### config.mk
export PLATFORM = sky130hd
export DESIGN_NAME = isolator_spi_arbiter
export DESIGN_NICKNAME = d
export VERILOG_FILES = /design/src/rtl/isolator_spi_pkg.sv /design/src/rtl/rr_arbiter.sv /design/src/rtl/isolator_spi_arbiter.sv
export SDC_FILE = /design/constraint.sdc
export NUM_CORES = 1
export LEC_CHECK = 0
export ABC_AREA = 1
export CORE_MARGIN = 1.5
export CORE_UTILIZATION = 41
export CTS_CLUSTER_DIAMETER = 60
export CTS_CLUSTER_SIZE = 25
export DETAILED_ROUTE_END_ITERATION = 10
export PLACE_DENSITY = 0.68
export SYNTH_ARGS = -nofsm -noshare
export SYNTH_HDL_FRONTEND = slang
export SYNTH_HIERARCHICAL = 1
export SYNTH_SLANG_ARGS = --single-unit
### constraint.sdc
create_clock -name clk -period 1.9 [get_ports clk]
set_clock_uncertainty 0.15 [all_clocks]
set_input_delay 0.19 -clock clk [delete_from_list [all_inputs] [get_ports clk]]
set_output_delay 0.19 -clock clk [all_outputs]
set_load 0.02 [all_outputs]
### src/rtl/isolator_spi_pkg.sv
// Shared types for the isolator SPI arbiter: command layout, frame size and FSM states.
package isolator_spi_pkg;

   localparam int SPI_FRAME_BITS = 16;

   typedef struct packed {
      logic       rw;
      logic [6:0] addr;
      logic [7:0] data;
   } spi_cmd_t;

   typedef enum logic [2:0] {IDLE, SETUP, SHIFT, HOLD, RESP, GAP} spi_arb_state_t;

endpackage

### src/rtl/rr_arbiter.sv
// Round-robin arbiter: one-hot grant searching upward from last_grant+1.
module rr_arbiter #(
   parameter int NUM_REQ = 2,
   parameter int IW      = (NUM_REQ > 1) ? $clog2(NUM_REQ) : 1
) (
   input  logic               clk,
   input  logic               reset,
   input  logic [NUM_REQ-1:0] req,
   output logic [NUM_REQ-1:0] grant_oh,
   output logic [IW-1:0]      grant_idx,
   input  logic               upd,
   input  logic [IW-1:0]      upd_idx
);

   logic [IW-1:0] last_grant;

   always_ff @(posedge clk or posedge reset) begin
      if (reset)    last_grant <= IW'(NUM_REQ - 1);
      else if (upd) last_grant <= upd_idx;
   end

   always_comb begin
      logic          found;
      logic [IW-1:0] idx;
      grant_oh  = '0;
      grant_idx = '0;
      found     = 1'b0;
      idx       = '0;
      for (int k = 1; k <= NUM_REQ; k++) begin
         idx = IW'((int'(last_grant) + k) % NUM_REQ);
         if (!found && req[idx]) begin
            found         = 1'b1;
            grant_oh[idx] = 1'b1;
            grant_idx     = idx;
         end
      end
   end

endmodule

### src/rtl/isolator_spi_arbiter.sv
// Shares one isolator SPI bus between NUM_REQ ready/valid command ports;
// one mode-0 16-bit frame per accepted command, read byte returned per port.
module isolator_spi_arbiter
   import isolator_spi_pkg::*;
#(
   parameter int NUM_REQ    = 2,
   parameter int SCLK_DIV   = 4,
   parameter int GAP_CYCLES = 8
) (
   input  logic                  clk,
   input  logic                  reset,
   input  logic [NUM_REQ-1:0]    cmd_valid,
   output logic [NUM_REQ-1:0]    cmd_ready,
   input  logic [16*NUM_REQ-1:0] cmd_data,
   output logic [NUM_REQ-1:0]    resp_valid,
   input  logic [NUM_REQ-1:0]    resp_ready,
   output logic [8*NUM_REQ-1:0]  resp_data,
   output logic                  sclk,
   output logic                  cs_n,
   output logic                  mosi,
   input  logic                  miso
);

   localparam int IW = (NUM_REQ > 1) ? $clog2(NUM_REQ) : 1;
   localparam int HW = $clog2(SCLK_DIV + 1);
   localparam int GW = $clog2(GAP_CYCLES + 1);
   localparam logic [HW-1:0] H_LAST = HW'(SCLK_DIV - 1);
   localparam logic [GW-1:0] G_LAST = GW'(GAP_CYCLES - 1);
   localparam logic [4:0]    B_LAST = 5'(SPI_FRAME_BITS - 1);

   spi_arb_state_t state, state_nxt;

   logic [NUM_REQ-1:0][15:0] cmd_arr;
   logic [NUM_REQ-1:0][7:0]  resp_q;
   logic [NUM_REQ-1:0]       grant_oh;
   logic [IW-1:0]            grant_idx, gidx;
   logic [NUM_REQ-1:0]       cmd_ready_q;
   logic [HW-1:0]            hcnt;
   logic [GW-1:0]            gcnt;
   logic [4:0]               bcnt;
   logic [15:0]              sr;
   logic [7:0]               rx;
   logic                     rw_q, sclk_q;
   logic                     accept, offer, h_end, g_end, last_fall;
   spi_cmd_t                 cmd_sel;

   assign cmd_arr   = cmd_data;
   assign resp_data = resp_q;
   assign cmd_ready = cmd_ready_q;
   assign cmd_sel   = spi_cmd_t'(cmd_arr[gidx]);
   assign sclk      = sclk_q;
   assign mosi      = cs_n ? 1'b0 : sr[15];

   assign h_end     = (hcnt == H_LAST);
   assign g_end     = (gcnt == G_LAST);
   assign last_fall = h_end && sclk_q && (bcnt == B_LAST);
   assign accept    = (state == IDLE) && |(cmd_ready_q & cmd_valid);
   // ready is registered one cycle ahead so it never follows valid combinationally;
   // offering from the last GAP cycle keeps the accept spacing tight.
   assign offer     = (|cmd_valid) &&
                      (((state == GAP) && g_end) || ((state == IDLE) && !(|cmd_ready_q)));

   rr_arbiter #(.NUM_REQ(NUM_REQ), .IW(IW)) u_rr (
      .clk       (clk),
      .reset     (reset),
      .req       (cmd_valid),
      .grant_oh  (grant_oh),
      .grant_idx (grant_idx),
      .upd       (accept),
      .upd_idx   (gidx)
   );

   always_ff @(posedge clk or posedge reset) begin
      if (reset) state <= IDLE;
      else       state <= state_nxt;
   end

   always_comb begin
      state_nxt  = state;
      cs_n       = 1'b1;
      resp_valid = '0;
      case (state)
         IDLE:  if (accept) state_nxt = SETUP;
         SETUP: begin
            cs_n = 1'b0;
            if (h_end) state_nxt = SHIFT;
         end
         SHIFT: begin
            cs_n = 1'b0;
            if (last_fall) state_nxt = HOLD;
         end
         HOLD: begin
            cs_n = 1'b0;
            if (h_end) state_nxt = rw_q ? RESP : GAP;
         end
         RESP: begin
            resp_valid[gidx] = 1'b1;
            if (resp_ready[gidx]) state_nxt = GAP;
         end
         GAP:     if (g_end) state_nxt = IDLE;
         default: state_nxt = IDLE;
      endcase
   end

   always_ff @(posedge clk or posedge reset) begin
      if (reset) begin
         cmd_ready_q <= '0;
         gidx        <= '0;
         hcnt        <= '0;
         gcnt        <= '0;
         bcnt        <= '0;
         sr          <= '0;
         rx          <= '0;
         rw_q        <= 1'b0;
         sclk_q      <= 1'b0;
         resp_q      <= '0;
      end else begin
         cmd_ready_q <= offer ? grant_oh : '0;
         if (offer) gidx <= grant_idx;

         if (state_nxt != state)
            hcnt <= '0;
         else if (state == SETUP || state == SHIFT || state == HOLD)
            hcnt <= h_end ? '0 : hcnt + 1'b1;

         if (state != GAP || state_nxt != GAP) gcnt <= '0;
         else                                  gcnt <= gcnt + 1'b1;

         if (state != SHIFT || state_nxt != SHIFT) bcnt <= '0;
         else if (h_end && sclk_q)                 bcnt <= bcnt + 1'b1;

         if (state == SHIFT && h_end) sclk_q <= ~sclk_q;
         else if (state != SHIFT)     sclk_q <= 1'b0;

         if (accept) begin
            sr   <= cmd_sel;
            rw_q <= cmd_sel.rw;
            rx   <= '0;
         end else if (state == SHIFT && h_end) begin
            if (!sclk_q)        rx <= {rx[6:0], miso};
            else if (!last_fall) sr <= {sr[14:0], 1'b0};
         end

         if (state == HOLD && h_end && rw_q) resp_q[gidx] <= rx;
      end
   end

endmodule
==> results of run 1 <==
area by class of cell:
type	count	area share, %
Timing Repair Buffer	84	19.2
Clock buffer	9	2.98
Inverter	48	4.40
Multi-Input combinational cell	239	32.4
Clock inverter	7	1.23
Sequential cell	61	36.8
Tap cell	99	2.98
cells by family (layout without fill, tap and decap cells):
family | count (synthesis) | count (layout) | share of synthesized area, %
adders and majority gates | 4 | 4 | 1.62
buffers and inverters | 59 | 148 | 8.41
muxes | 1 | 1 | 0.364
and+or+nand+nor | 148 | 148 | 21.1
DFF | 61 | 61 | 49.4
xor gates and xnor gates | 4 | 4 | 1.13
AOI/OAI and AO/OA | 82 | 82 | 18.0
power by group through the flow:
stage | Combinational [µW] | Clock [µW] | Sequential (µW)
global placement | 139 | 0 | 1330
CTS | 141 | 1050 | 1310
finish | 139 | 1020 | 1310
detailed placement | 141 | 0 | 1330
global route | 155 | 1100 | 1310
floorplan | 41.5 | 0 | 1330
registers in the layout (all words and copies together) (netlist names):
| signal | cells |
|---|---|
| rw_q | 1 |
| gcnt | 4 |
| hcnt | 3 |
| state | 3 |
| rx | 8 |
| resp_data | 16 |
| sclk | 1 |
| u_rr/last_grant | 1 |
| gidx | 1 |
| bcnt | 5 |
| sr | 16 |
| cmd_ready | 2 |
synth_stat cells (2+ instances only):
master,instances
nand2_2,4
xor2_1,3
clkbuf_1,3
buf_6,4
nor2_1,36
dfrtp_1,60
nand4_1,2
o22ai_1,9
nand2_1,80
a21oi_1,21
inv_2,4
nand3_1,11
inv_1,42
o21ai_0,23
o21ai_2,27
or2_2,2
buf_2,2
o31ai_4,2
nor3_1,5
ha_1,4
stage by stage:
step | setup TNS [ns] | hold slack, ns | total power, µW | setup WS, ns
final | 0 | 0.0404 | 2470 | 0.0871
after global routing | -0.0127 | 0.0678 | 2560 | -0.00504
after CTS | -0.00354 | 0.0363 | 2490 | -0.00292
after detailed placement | -0.235 | 0.309 | 1470 | -0.0507
after global placement | 0 | 0.298 | 1470 | 0.0261
after floorplan | 0 | -0.0703 | 1370 | 0.0587
worst max-delay path by stage:
stage | to | from | depth (start not counted) | slack, ns
floorplan | sr[14] | bcnt[0] | 6 | 0.06
global placement | sr[6] | bcnt[0] | 7 | 0.03
detailed placement | sr[6] | bcnt[0] | 7 | -0.05
CTS | sr[9] | bcnt[0] | 8 | -0.003
global route | hcnt[0] | bcnt[1] | 10 | -0.005
finish | sclk | sclk | 1 | 0.09
per-layer routing:
metal	part of all wire, %	global-route usage (%)	up-vias	wire (µm)
met2	47	30.3	59	3370
li1	-	-	1326	-
met5	0	0	-	0
met3	5.4	5.75	9	387
met1	46	25.1	1220	3340
met4	1.3	5.56	0	97
repair_timing:
| item | in CTS | in global routing |
|---|---|---|
| buffers inserted | 1 | 3 |
| pin swaps | 0 | 4 |
| gates resized for setup | 9 | 15 |
| endpoints found under the setup margin | 22 | 27 |
| cloned | 1 | 0 |
==> results.sh, run 1 <==
export IMPL_status="complete, no violations"
export IMPL_yosys_top_cells_area="dfrtp_1 (49%), nand2_1 (9.7%), o21ai_2 (7.6%)"
export IMPL_finish_instance_area_um2=4150
export IMPL_end_kind="primary output"
export IMPL_place_gp_congestion=0.792
export IMPL_antenna_found_initial=0
export IMPL_cpLargestDelayFamily="buffers and inverters"
export IMPL_regToRegSetupSlack_ns=0.09
export IMPL_pwr_share_comb_pct=5.6
export IMPL_cpPeakStageDelay_ns=0.66
export IMPL_synth_largest_area_cell="dfrtp_1"
export IMPL_numClockSinks=61
export IMPL_async_reset_ff_share_pct=100
export IMPL_p_leak_uw=0.00190
export IMPL_synth_net_count=402
export IMPL_layout_commonest_cell="nand2_1"
export IMPL_maxCapViolCount=0
export IMPL_ys_types=35
export IMPL_ant_nets=0
export IMPL_critPathKind="reg -> out"
export IMPL_h_tree_depth=3
export IMPL_reg2regPathDepth=9
export IMPL_p_per_area_nw_per_um2=594
export IMPL_drv_slew=0
export IMPL_ctsHoldBuffers=0
export IMPL_cts_tree="done"
export IMPL_avgViaCountPerCell=4.78
export IMPL_yosysWarnings=6
export IMPL_power_frac_seq_pct=53.0
export IMPL_slowest_stage="clkdlybuf4s50_1"
export IMPL_hold_viol_final=0
export IMPL_max_slew_margin_pct=68.5
export IMPL_synthFlopType="dfrtp_1"
export IMPL_first_pass_iters=4
export IMPL_die_y_um=89.9
export IMPL_cp_data_arrival_time_ns=1.47
export IMPL_initial_core_util_pct=42.4
export IMPL_clk_path_buf_depth=2
export IMPL_wl_per_cell_um=13.2
export IMPL_nets=486
export IMPL_pwr_share_clk_pct=41.4
export IMPL_syn_mean_instance_area_um2=8.62
export IMPL_grt_usage_pct=19.0
export IMPL_worst_path_buf_inv=1
export IMPL_portBuffers=61
export IMPL_ir_worst_vdd_mv=0.370
export IMPL_grt_pass1_wl_um=12400
export IMPL_grt_overflow_total=0
export IMPL_regArea_um2=1530
export IMPL_final_core_util_pct=57.0
export IMPL_crit_required_ns=1.56
export IMPL_multi_input_area_um2=1350
export IMPL_fin_crit_sh_pct=95.4
export IMPL_p_switching_uw=604
export IMPL_critPathLaunchType="register"
export IMPL_grt_max_degree=61
export IMPL_yosys_area_top_type_share_pct=48.5
export IMPL_tightestPinTransition_ns=0.472
export IMPL_synth_edff_count=0
export IMPL_grt_pass1_vias=2623
export IMPL_dp_cells=526
export IMPL_placed_area_um2=3900
export IMPL_io_pins=62
export IMPL_vias=2614
export IMPL_worstPathCellList="clkdlybuf4s50_1"
export IMPL_r2r_start="hcnt[0]"
export IMPL_min_period_ns=1.81
export IMPL_drc=0
export IMPL_wirelength_um=7200
export IMPL_die_area_um2=8080
export IMPL_drive_above_1_share_pct=21.7
export IMPL_synth_seq_cells=61
export IMPL_swShare_pct=24.5
export IMPL_synthCells=359
export IMPL_die_x_um=89.9
export IMPL_r2r_end="sr[9]"
export IMPL_antennaDiodeCount=0
export IMPL_cts_buffers=9
export IMPL_syn_area_um2=3090
export IMPL_cts_root_buf="clkbuf_8"
export IMPL_crit_fanout=5
export IMPL_internal_power_uw=1860
export IMPL_n_fill_cell=695
export IMPL_clk_latency_ns=0.35
export IMPL_num_rows=31
export IMPL_clkTransAtPathRegs_ns=0.07
export IMPL_stdcell_count=547
export IMPL_dp_hpwl_um=5050
export IMPL_syn_to_final_growth_pct=34.2
export IMPL_coreArea_um2=7290
export IMPL_max_freq_mhz=552
export IMPL_layout_common_cells="nand2_1 (80), dfrtp_1 (60), clkdlybuf4s50_1 (57)"
export IMPL_seq_area_frac_synth_pct=49.4
export IMPL_min_path_type="in -> async"
export IMPL_setup_viol=0
export IMPL_drt_iter0_markers=128
No activity file was read; power rests on OpenSTA's default activity.
==> run 2, diff against run 1 <==
--- a/config.mk
+++ b/config.mk
@@ -9,7 +9,6 @@
 export CORE_MARGIN = 1.5
 export CORE_UTILIZATION = 41
 export CTS_CLUSTER_DIAMETER = 60
-export CTS_CLUSTER_SIZE = 25
 export DETAILED_ROUTE_END_ITERATION = 10
 export PLACE_DENSITY = 0.68
 export SYNTH_ARGS = -nofsm -noshare
==> results of run 2 <==
Same layout as run 1: the final DEF is identical, and so are final timing and power.
